$ cat config.mk
export PLATFORM = sky130hd
export DESIGN_NAME = prog_loader_flat
export DESIGN_NICKNAME = d
export VERILOG_FILES = /design/src/rtl/prog_loader_if.sv /design/src/rtl/prog_loader.sv /design/src/flat_wrapper.sv
export SDC_FILE = /design/constraint.sdc
export NUM_CORES = 1
export LEC_CHECK = 0
export BUFFER_PORTS_ARGS = -buffer_cell sky130_fd_sc_hd__buf_4
export CORE_UTILIZATION = 52
export CTS_CLUSTER_DIAMETER = 120
export DETAILED_ROUTE_END_ITERATION = 10
export PLACE_DENSITY = 0.76
export SYNTH_ARGS = -nofsm -noshare
export SYNTH_HDL_FRONTEND = slang
export SYNTH_SLANG_ARGS = --single-unit
export TNS_END_PERCENT = 5
$ cat constraint.sdc
create_clock -name clk -period 2.1 [get_ports clk]
set_input_delay 0.42 -clock clk [delete_from_list [all_inputs] [get_ports clk]]
set_output_delay 0.42 -clock clk [all_outputs]
set_load 0.02 [all_outputs]
$ cat src/rtl/prog_loader_if.sv
// Byte-stream input, instruction-memory write port and CPU control flags
// shared between the program loader and whoever feeds / observes it.
interface prog_loader_if #(
    parameter int D = 10
);
    logic         load;
    logic [7:0]   in_data;
    logic         in_valid;
    logic         in_ready;
    logic         wr_en;
    logic [D-1:0] wr_addr;
    logic [8:0]   wr_data;
    logic         start;
    logic         done;
    logic         error;

    modport master (
        output load, in_data, in_valid,
        input  in_ready, wr_en, wr_addr, wr_data, start, done, error
    );

    modport slave (
        input  load, in_data, in_valid,
        output in_ready, wr_en, wr_addr, wr_data, start, done, error
    );
endinterface

$ cat src/rtl/prog_loader.sv
// Program loader: receives a byte stream (2-byte header with the word count,
// then two bytes per 9-bit instruction) and writes the instructions into
// instruction memory from address 0 upward, holding the CPU in reset meanwhile.
// Optional feature macro PROG_LOADER_CHECKSUM_EN adds a trailing XOR checksum
// byte that must match all header and instruction bytes.
// D is limited to 31 so the word-count bound fits in 32 bits.
module prog_loader #(
    parameter int D = 10
) (
    input  logic         clk,
    input  logic         reset,
    prog_loader_if.slave bus
);

    localparam logic [31:0] MAX_WORDS = 32'd1 << D;

`ifdef PROG_LOADER_CHECKSUM_EN
    typedef enum logic [2:0] {
        IDLE, HDR_LO, HDR_HI, INS_LO, INS_HI, CSUM, FIN, ERR
    } state_t;
`else
    typedef enum logic [2:0] {
        IDLE, HDR_LO, HDR_HI, INS_LO, INS_HI, FIN, ERR
    } state_t;
`endif

    state_t       state_q, state_d;
    logic [7:0]   hdrLo_q, hdrLo_d;
    logic [7:0]   insLo_q, insLo_d;
    logic [D:0]   count_q, count_d;
    logic [D:0]   index_q, index_d;
    logic         wrEn_q, wrEn_d;
    logic [D-1:0] wrAddr_q, wrAddr_d;
    logic [8:0]   wrData_q, wrData_d;
`ifdef PROG_LOADER_CHECKSUM_EN
    logic [7:0]   csum_q, csum_d;
`endif

    logic         inReady;
    logic         accept;
    logic [31:0]  hdrCount;

    assign inReady  = (state_q == HDR_LO) || (state_q == HDR_HI) ||
                      (state_q == INS_LO) || (state_q == INS_HI)
`ifdef PROG_LOADER_CHECKSUM_EN
                      || (state_q == CSUM)
`endif
                      ;
    assign accept   = bus.in_valid && inReady;
    assign hdrCount = {22'd0, bus.in_data[1:0], hdrLo_q};

    assign bus.in_ready = inReady;
    assign bus.start    = (state_q != IDLE) && (state_q != FIN) && (state_q != ERR);
    assign bus.done     = (state_q == FIN);
    assign bus.error    = (state_q == ERR);
    assign bus.wr_en    = wrEn_q;
    assign bus.wr_addr  = wrAddr_q;
    assign bus.wr_data  = wrData_q;

    // State and datapath registers; synchronous reset clears everything.
    always_ff @(posedge clk) begin
        if (reset) begin
            state_q  <= IDLE;
            hdrLo_q  <= '0;
            insLo_q  <= '0;
            count_q  <= '0;
            index_q  <= '0;
            wrEn_q   <= 1'b0;
            wrAddr_q <= '0;
            wrData_q <= '0;
`ifdef PROG_LOADER_CHECKSUM_EN
            csum_q   <= '0;
`endif
        end else begin
            state_q  <= state_d;
            hdrLo_q  <= hdrLo_d;
            insLo_q  <= insLo_d;
            count_q  <= count_d;
            index_q  <= index_d;
            wrEn_q   <= wrEn_d;
            wrAddr_q <= wrAddr_d;
            wrData_q <= wrData_d;
`ifdef PROG_LOADER_CHECKSUM_EN
            csum_q   <= csum_d;
`endif
        end
    end

    // Next-state logic: parse one byte per accepted cycle and schedule writes.
    always_comb begin
        state_d  = state_q;
        hdrLo_d  = hdrLo_q;
        insLo_d  = insLo_q;
        count_d  = count_q;
        index_d  = index_q;
        wrEn_d   = 1'b0;
        wrAddr_d = wrAddr_q;
        wrData_d = wrData_q;
`ifdef PROG_LOADER_CHECKSUM_EN
        csum_d   = csum_q;
        if (accept && (state_q != CSUM)) begin
            csum_d = csum_q ^ bus.in_data;
        end
`endif
        case (state_q)
            IDLE, ERR: begin
                if (bus.load) begin
                    state_d = HDR_LO;
                    index_d = '0;
                    count_d = '0;
`ifdef PROG_LOADER_CHECKSUM_EN
                    csum_d  = '0;
`endif
                end
            end
            HDR_LO: begin
                if (accept) begin
                    hdrLo_d = bus.in_data;
                    state_d = HDR_HI;
                end
            end
            HDR_HI: begin
                if (accept) begin
                    count_d = hdrCount[D:0];
                    if (bus.in_data[7:2] != 6'd0) begin
                        state_d = ERR;
                    end else if (hdrCount > MAX_WORDS) begin
                        state_d = ERR;
                    end else if (hdrCount == 32'd0) begin
`ifdef PROG_LOADER_CHECKSUM_EN
                        state_d = CSUM;
`else
                        state_d = FIN;
`endif
                    end else begin
                        state_d = INS_LO;
                    end
                end
            end
            INS_LO: begin
                if (accept) begin
                    insLo_d = bus.in_data;
                    state_d = INS_HI;
                end
            end
            INS_HI: begin
                if (accept) begin
                    if (bus.in_data[7:1] != 7'd0) begin
                        state_d = ERR;
                    end else begin
                        wrEn_d   = 1'b1;
                        wrAddr_d = index_q[D-1:0];
                        wrData_d = {bus.in_data[0], insLo_q};
                        index_d  = index_q + 1'b1;
                        if ((index_q + 1'b1) == count_q) begin
`ifdef PROG_LOADER_CHECKSUM_EN
                            state_d = CSUM;
`else
                            state_d = FIN;
`endif
                        end else begin
                            state_d = INS_LO;
                        end
                    end
                end
            end
`ifdef PROG_LOADER_CHECKSUM_EN
            CSUM: begin
                if (accept) begin
                    state_d = (bus.in_data == csum_q) ? FIN : ERR;
                end
            end
`endif
            FIN: begin
                state_d = IDLE;
            end
            default: begin
                state_d = IDLE;
            end
        endcase
    end

endmodule

$ cat src/flat_wrapper.sv
// flat-port wrapper written by rule: the top's interface ports become plain ports
module prog_loader_flat 
#(
    parameter int D = 10
)
  (clk, reset, bus_load, bus_in_data, bus_in_valid, bus_in_ready, bus_wr_en, bus_wr_addr, bus_wr_data, bus_start, bus_done, bus_error);
  prog_loader_if #(.D(D)) bus_i ();
  input  logic clk;
  input  logic reset;
  input wire logic [$bits(bus_i.load)-1:0] bus_load;
  input wire logic [$bits(bus_i.in_data)-1:0] bus_in_data;
  input wire logic [$bits(bus_i.in_valid)-1:0] bus_in_valid;
  output wire logic [$bits(bus_i.in_ready)-1:0] bus_in_ready;
  output wire logic [$bits(bus_i.wr_en)-1:0] bus_wr_en;
  output wire logic [$bits(bus_i.wr_addr)-1:0] bus_wr_addr;
  output wire logic [$bits(bus_i.wr_data)-1:0] bus_wr_data;
  output wire logic [$bits(bus_i.start)-1:0] bus_start;
  output wire logic [$bits(bus_i.done)-1:0] bus_done;
  output wire logic [$bits(bus_i.error)-1:0] bus_error;
  assign bus_i.load = bus_load;
  assign bus_i.in_data = bus_in_data;
  assign bus_i.in_valid = bus_in_valid;
  assign bus_in_ready = bus_i.in_ready;
  assign bus_wr_en = bus_i.wr_en;
  assign bus_wr_addr = bus_i.wr_addr;
  assign bus_wr_data = bus_i.wr_data;
  assign bus_start = bus_i.start;
  assign bus_done = bus_i.done;
  assign bus_error = bus_i.error;
  prog_loader #(.D(D)) u_core (.clk(clk), .reset(reset), .bus(bus_i));
endmodule
==> metrics.txt <==
met2 Use GR 39.0%; DR DRC count 0; normalized max-slew margin about two thirds; first-pass iteration count of the detailed router 4; Syn Nets around 370; dpl ws between 0.015 and 0.02 ns; buffers added on ports 35; multi-input logic area 0.00149 mm²; first-pass GRT wire length 10.3 mm; total number of yosys warnings 0; Reg2Reg Capture Point u_core.state_q[1]; Avg Inst Size Synth about 8.0 µm²; Synth Register Bits 60; Hold Crit Start bus_in_data[2]; setup repair after global routing missed its margin false; final core occ 65.7%; Worst setup EP type output pin; GRT Util Overall about a quarter; peak supply drop 742 µV; GR Overflow Total 0; Die W around 76 µm; sequential area share after synthesis 42.4%; required time worst endpoint roughly 1.7 ns; antenna cells 0; NetSw 695 µW; CTS max path bufs 2; setup_tns 0 ns; vias per cell about 5.6; GPL Wtd Cong slightly above 0.8; Area after DPL about 0.0032 mm²; clock sinks 60; Final Cell Area 0.00340 mm²; CP arrival approximately 1.6 ns; Max FO, Critical Path 9; Total Wirelength 6.47 mm; combinational share of power 11.0%; final worst path period share a little over nine tenths; setup bufs post-CTS 0; clock-pin slew on the worst setup and hold paths 0.07 ns; Post-synth EDFFs 0; sequential share of power 46.9%; Setup CP Type reg -> out; Syn Std Cell Area 0.00283 mm²; Switching Fraction 27.6%; Post-CTS Hold Fix Bufs 0; clock latency at the later pin of the worst-skew pair around 0.35 ns; Routed Antenna Nets 0; Most Crowded Layer GR met2; clock skew 0.0109 ns; Die Footprint ~0.0057 mm²; Clock power frac a little over two fifths; largest net degree at the start of global routing 50; Async SR Flop Fraction 0%; DR iter-0 viols 150; Synth area leader dfxtp_1; Endpoint, Worst Hold u_core.hdrLo_q[2]; hold depth 3; worst slew pin tran between 0.4 and 0.5 ns; CTS tree done; main flop type after synthesis dfxtp_1; routed vias ~2.6k; Mapped Cells 356; fmax 502 MHz; post-route setup slack between 0.1 and 0.15 ns; # IOs 36; DR WL/cell between 10 and 15 µm; Starting Density a little over half; final hold viol count 0; # nets final a little over 400; filler cell count 430; number of buffers created by CTS 9; flop2flop setup slack ~0.15 ns; root buf cell clkbuf_8; Area Overhead vs Synth 20.1%; Rows 26; core box area 0.00517 mm²; reg2reg start u_core.index_q[0]; layout cell share with drive strength beyond 1 approximately 19%; Final Critical Period between 1.5 and 2 ns; hold crit path type in -> reg; met3 usage approximately 6.6%; HPWL after DPL around 4.4 mm; internal power between 1500 and 2000 µW; status finished clean; fin. max-slew vios 0; DIE HEIGHT between 70 and 80 µm; Unique masters post-synth 50; GR Layer Usage met1 just over 30%; leak pwr 0.00130 µW; P per Cell Area between 700 and 800 mW/mm²; top post-synthesis cells by area dfxtp_1 42%, nand2_1 10%, a21oi_1 8.5%; post-synth top area share 42.4%; initial antenna violation count 0; crit start category flop; register area roughly 0.0012 mm²; Finish-stage setup viols 0; CTS H-tree depth 3; post_cts resized 1; maxcap violations 0; vias in the first global route approximately 2.3k; Worst Reg-to-Reg Cells 6
[state kept, by name, summed over array words and instances, names as in the netlist]
register            cells
u_core.bus.wr_en        1
u_core.index_q         11
u_core.insLo_q          8
u_core.bus.wr_data      9
u_core.count_q         10
u_core.bus.wr_addr     10
u_core.hdrLo_q          8
u_core.state_q          3
[kinds of logic after synthesis]
kind of cell    synth area share [%]
flops                           42.4
simple gates                    27.8
mux                            0.354
xor+xnor                        4.64
fa+ha+maj                      0.442
compound gates                  18.9
buf+inv                         5.39
[Yosys cell counts (5+ instances only)]
| cell | n |
|---|---|
| nand2_1 | 79 |
| dfxtp_1 | 60 |
| a21oi_1 | 48 |
| nor2_1 | 25 |
| clkbuf_1 | 16 |
| a22oi_1 | 13 |
| xnor2_1 | 11 |
| nand3_1 | 9 |
| o21ai_1 | 8 |
| buf_2 | 5 |
| nor2b_1 | 5 |
| or3_1 | 5 |
[metal layers]
layer / vias to the layer above / share of wire (%)
met5: - / 0
met4: 0 / 1.5
met3: 11 / 4.8
met2: 64 / 48
met1: 1222 / 46
li1: 1309 / -
[worst max-delay path, stage by stage (launching register included)]
cell and delay (ns):
dfxtp_1 0.48, buf_4 0.21, nor2b_1 0.24, and2_1 0.16
buf_4 0.13
[worst max-delay path by stage]
stage | startpoint | end | slack (ns)
floorplan | u_core.index_q[0] | u_core.state_q[1] | 0.12
global placement | u_core.index_q[1] | u_core.state_q[1] | 0.08
detailed placement | u_core.index_q[1] | u_core.state_q[1] | 0.02
CTS | u_core.index_q[1] | u_core.state_q[1] | 0.04
global route | u_core.state_q[2] | bus_error | 0.02
finish | u_core.state_q[2] | bus_error | 0.11
[cell type report]
type                            instances  area share, %
Clock buffer                            9           3.64
Clock inverter                          7           2.21
Inverter                                5          0.552
Multi-Input combinational cell        265           43.8
Sequential cell                        60           35.4
Tap cell                               70           2.58
Timing Repair Buffer                   52           11.8
[placed cells by master (no fill, tap or decap), types with 3 or more instances in the layout]
cell and instances:
xor2_1 4, o21ai_1 8, nor2_1 25, nand3_1 9, nand4_1 3, a31oi_1 3, dfxtp_1 59, o21ai_0 3
or3_1 5, nor3_1 3, inv_1 4, nor2b_1 5, xnor2_1 11, and3b_1 4, o221ai_1 4, buf_4 51
a22oi_1 13, clkbuf_8 9, and3_1 4, nand3b_1 3, nand2_1 79, a21oi_1 48
[metrics by stage]
step | total power (µW) | hold slack (ns) | instances
global route | 2600 | 0.333 | 468
finish | 2510 | 0.341 | 468
CTS | 2520 | 0.328 | 468
detailed placement | 1480 | 0.449 | 452
global placement | 1470 | 0.444 | 452
floorplan | 1380 | 0.432 | 356
[power groups by stage]
stage | combinational [µW] | clock, µW | sequential (µW)
floorplan | 188 | 0 | 1200
global placement | 268 | 0 | 1200
detailed placement | 273 | 0 | 1200
CTS | 274 | 1070 | 1180
global route | 300 | 1120 | 1180
finish | 276 | 1060 | 1180
Note: power is estimated with default switching activity, not from simulation.
